==> config.mk <==
export PLATFORM = sky130hd
export DESIGN_NAME = xorshift32_next
export DESIGN_NICKNAME = d
export VERILOG_FILES = /design/src/rtl/xorshift_pkg.sv /design/src/rtl/xorshift32_next.sv
export SDC_FILE = /design/constraint.sdc
export NUM_CORES = 1
export LEC_CHECK = 0
export ABC_CLOCK_PERIOD_IN_PS = 1700
export CAP_MARGIN = 20
export CORE_MARGIN = 8
export CORE_UTILIZATION = 37
export DETAILED_ROUTE_END_ITERATION = 10
export GPL_ROUTABILITY_DRIVEN = 0
export PLACE_DENSITY_LB_ADDON = 0.3
export SLEW_MARGIN = 30
export SYNTH_ARGS = -nofsm -noshare
export SYNTH_HDL_FRONTEND = slang
export SYNTH_SLANG_ARGS = --single-unit
==> constraint.sdc <==
create_clock -name vclk -period 1.7
set_input_delay 0.255 -clock vclk [all_inputs]
set_output_delay 0.255 -clock vclk [all_outputs]
set_load 0.02 [all_outputs]
==> src/rtl/xorshift_pkg.sv <==
// Shared Xorshift32 definitions for the generator and checker.
//   XS_A / XS_B / XS_C : shift amounts of the Xorshift32 step
//   xs_state_e         : checker FSM states with fixed debug encoding
//   xs_next()          : one Xorshift32 step, 32-bit truncating
package xorshift_pkg;

    localparam int unsigned XS_A = 13;
    localparam int unsigned XS_B = 17;
    localparam int unsigned XS_C = 5;

    typedef enum logic [1:0] {
        HUNT   = 2'd0,
        VERIFY = 2'd1,
        LOCKED = 2'd2
    } xs_state_e;

    function automatic logic [31:0] xs_next(input logic [31:0] x);
        logic [31:0] y;
        y = x ^ (x << XS_A);
        y = y ^ (y >> XS_B);
        y = y ^ (y << XS_C);
        return y;
    endfunction

endpackage

==> src/rtl/xorshift32_next.sv <==
// Purely combinational Xorshift32 step.
//   x_i : current 32-bit state
//   y_o : next 32-bit state
module xorshift32_next
    import xorshift_pkg::*;
(
    input  logic [31:0] x_i,
    output logic [31:0] y_o
);

    always_comb begin
        y_o = xs_next(x_i);
    end

endmodule

==> results of run 1 <==
-- cell families after synthesis --
| group | share of synthesized area |
|---|---|
| xor gates and xnor gates | 1.00 |
-- metrics by stage --
step | util | cell area (um2) | setup TNS (ps)
after detailed placement | 0.858 | 1680 | -18330
after global placement | 0.858 | 1680 | -17260
after floorplan | - | 769 | 0
==> impl_metrics.toml, run 1 <==
[placed_design]
pre_cts_ws_ps = -809
dp.cells = 181
io_buffers = 64
dp_hpwl_mm = 2.54

[die]
rows = 16
start_util = 0.392
die_height_um = 61.6
io_pins = 64
die_w_um = 61.6

[run_status]
status = "did not finish"
stop_error = "[ERROR DPL-0033] detailed placement checks failed during check placement."
failing_step = "clock tree synthesis"

[synth]
syn_inst = 58
synth_area_leaders = "xnor2_1, xor3_1, xnor3_1"
ys_seq_area_frac = 0
yosys-top-cells-count = "xnor2_1, xor2_1, xor3_1"
syn_nets = 90
synth_cell_types = 5
syn-mean-instance-area_um2 = 13.3
synth_top_area_share = 0.307
syn_area_um2 = 769
ys.warnings.count = 0
synth_most_common_cell = "xnor2_1"
yosys.area.top_type = "xnor2_1"

[clocking]
cts_setup_buffers = 13
cts_hold_buf = 0
cts-resized-gates = 197
==> inputs of run 2 (changes only) <==
--- a/config.mk
+++ b/config.mk
@@ -7,11 +7,11 @@
 export LEC_CHECK = 0
 export ABC_CLOCK_PERIOD_IN_PS = 1700
 export CAP_MARGIN = 20
-export CORE_MARGIN = 8
-export CORE_UTILIZATION = 37
+export CORE_AREA = 8 8 69 71
 export DETAILED_ROUTE_END_ITERATION = 10
+export DIE_AREA = 0 0 77 79
 export GPL_ROUTABILITY_DRIVEN = 0
-export PLACE_DENSITY_LB_ADDON = 0.3
+export PLACE_DENSITY_LB_ADDON = 0.15
 export SLEW_MARGIN = 30
 export SYNTH_ARGS = -nofsm -noshare
 export SYNTH_HDL_FRONTEND = slang
==> run 2 against run 1 <==
  * The run now ends clean
  * Synthesized cell count stayed put
  * Synthesized area unchanged
==> impl_metrics.toml, run 2 <==
[global_route]
grt_pass1_vias = 882
grt_antenna_before_repair = 0
grt_overflow = 0
grt_max_degree = 5
grt_usage = 0.0932
grt_pass1_wl_mm = 4.79

[power_and_ir_drop]
power.share.combinational = 1.000
p_sw_mw = 0.531
power.density_mw_per_mm2 = 636
clkPwrFrac = 0
total_power_mw = 1.18
p_leak_nw = 1.01
vdd_drop_max_mv = 0.239
pwr-share-seq = 0
switching_share = 0.451
internal_power_mw = 0.645

[routing]
drtIter0Drc = 4
drc = 0
dr.pass1.iters = 2
final_antenna_net_count = 0
vias = 784
totalWireLength_mm = 2.89
wl_per_cell_um = 13.8
via_per_inst = 3.73

[placed_design]
dp_hpwl_mm = 2.45
pre_cts_ws_ps = -673
dp.cells = 196
placed_cell_area_mm2 = 0.00165
io_buffers = 64

[die]
rows = 23
coreArea_mm2 = 0.00380
die_area_mm2 = 0.00608
io_pins = 64
die_height_um = 79
start_util = 0.203
die_w_um = 77

[finish]
n_antenna_cell = 0
seq_cell_count = 0
final_common_cell = "buf_4"
stdcell_count = 210
clkbuf_count = 0
area_delta_synth_final_pct = 140
drive_above_1_share = 0.531
seqCellArea_um2 = 0
nNetsFinal = 194
final_area_mm2 = 0.00185
final_cell_mix = "buf_4, dlygate4sd2_1, xnor2_2"
final_core_util = 0.487

[setup_path]
path_max_fanout = 3
cp_common_cell = "buf_4"
critPathTopFamily = "buffers and inverters"
max_stage_delay_ps = 300
crit_chain = "dlygate4sd2_1 -> xnor2_2 -> buf_4 -> buf_4 -> xor2_1 -> clkdlybuf4s15_2"
critPathLaunchType = "input pin"
worstPathArrival_ps = 1400
end_kind = "output pin"
path_class = "in -> out"
critPathSlowestCell = "dlygate4sd2_1"
critPathBufInv = 4
crit_end = "y_o[23]"
crit_cells = 6
crit_path_start = "x_i[18]"
cp.required_ps = 1440

[timing]
relSlewSlack = 0.835
worst_pin_slew_ps = 247
fin_ws_ps = 41.1
hold_violations = 0
tns_ps = 0
setup_violations = 0
period_share = 0.976
drv_slew = 0
layout_min_cycle_time_ps = 1660
timing.hold.ws_ps = 1070
fmax_mhz = 603

[synth]
yosys-top-cells-count = "xnor2_1, xor2_1, xor3_1"
yosys.area.top_type = "xnor2_1"
synth_top_area_share = 0.307
syn_area_um2 = 769
synth_most_common_cell = "xnor2_1"
syn_inst = 58
ys.warnings.count = 0
synth_cell_types = 5
ys_seq_area_frac = 0
syn-mean-instance-area_um2 = 13.3
synth_area_leaders = "xnor2_1, xor3_1, xnor3_1"
syn_nets = 90

[hold_path]
holdCritPathClass = "in -> out"

[run]
cap_violations = 0

[run_status]
status = "finished clean"

[clocking]
cts_hold_buf = 0
[run 2: area by class of cell]
type | count | area (um2)
fill | 391 | 1950
timing repair buffer | 102 | 860
tap | 50 | 62.6
multi-input combinational | 58 | 928
[run 2: power by group through the flow]
stage	Combinational, mW	Clock, mW	Sequential (mW)
after floorplan	0.600	0	0
after global placement	1.16	0	0
after detailed placement	1.17	0	0
after CTS	1.18	0	0
after global routing	1.25	0	0
final	1.18	0	0
[run 2: cell families (layout without fill, tap and decap cells)]
group	count (synthesis)	in the layout	synth area share
buffers and inverters	0	102	0
XOR/XNOR	58	58	1.00
[run 2: per-layer routing]
layer	share of wire	routed length [um]	GRT usage	vias to the layer above
li1	-	-	-	398
met1	0.38	1100	0.107	357
met2	0.56	1610	0.183	29
met3	0.061	176	0.0192	0
met4	0	0	0	0
met5	0	0	0	-
[run 2: worst min-delay path by stage]
stage	from	end	slack [ps]	cells after the start
global placement	x_i[0]	y_o[0]	1740	4
CTS	x_i[25]	y_o[25]	1120	4
global route	x_i[8]	y_o[9]	1100	4
floorplan	x_i[3]	y_o[3]	640	1
finish	x_i[8]	y_o[9]	1070	4
detailed placement	x_i[0]	y_o[0]	1730	4
[run 2: worst min-delay path, cell delays in order]
cell and delay (ps):
clkbuf_2 130, xor3_1 200, xor2_1 70, buf_4 150
[run 2: what timing repair did]
action	in CTS	in global routing
buffers inserted	11	3
gates resized for setup	178	9
setup endpoints to repair	32	9
pin swaps	22	8
(Power assumes the default switching activity.)
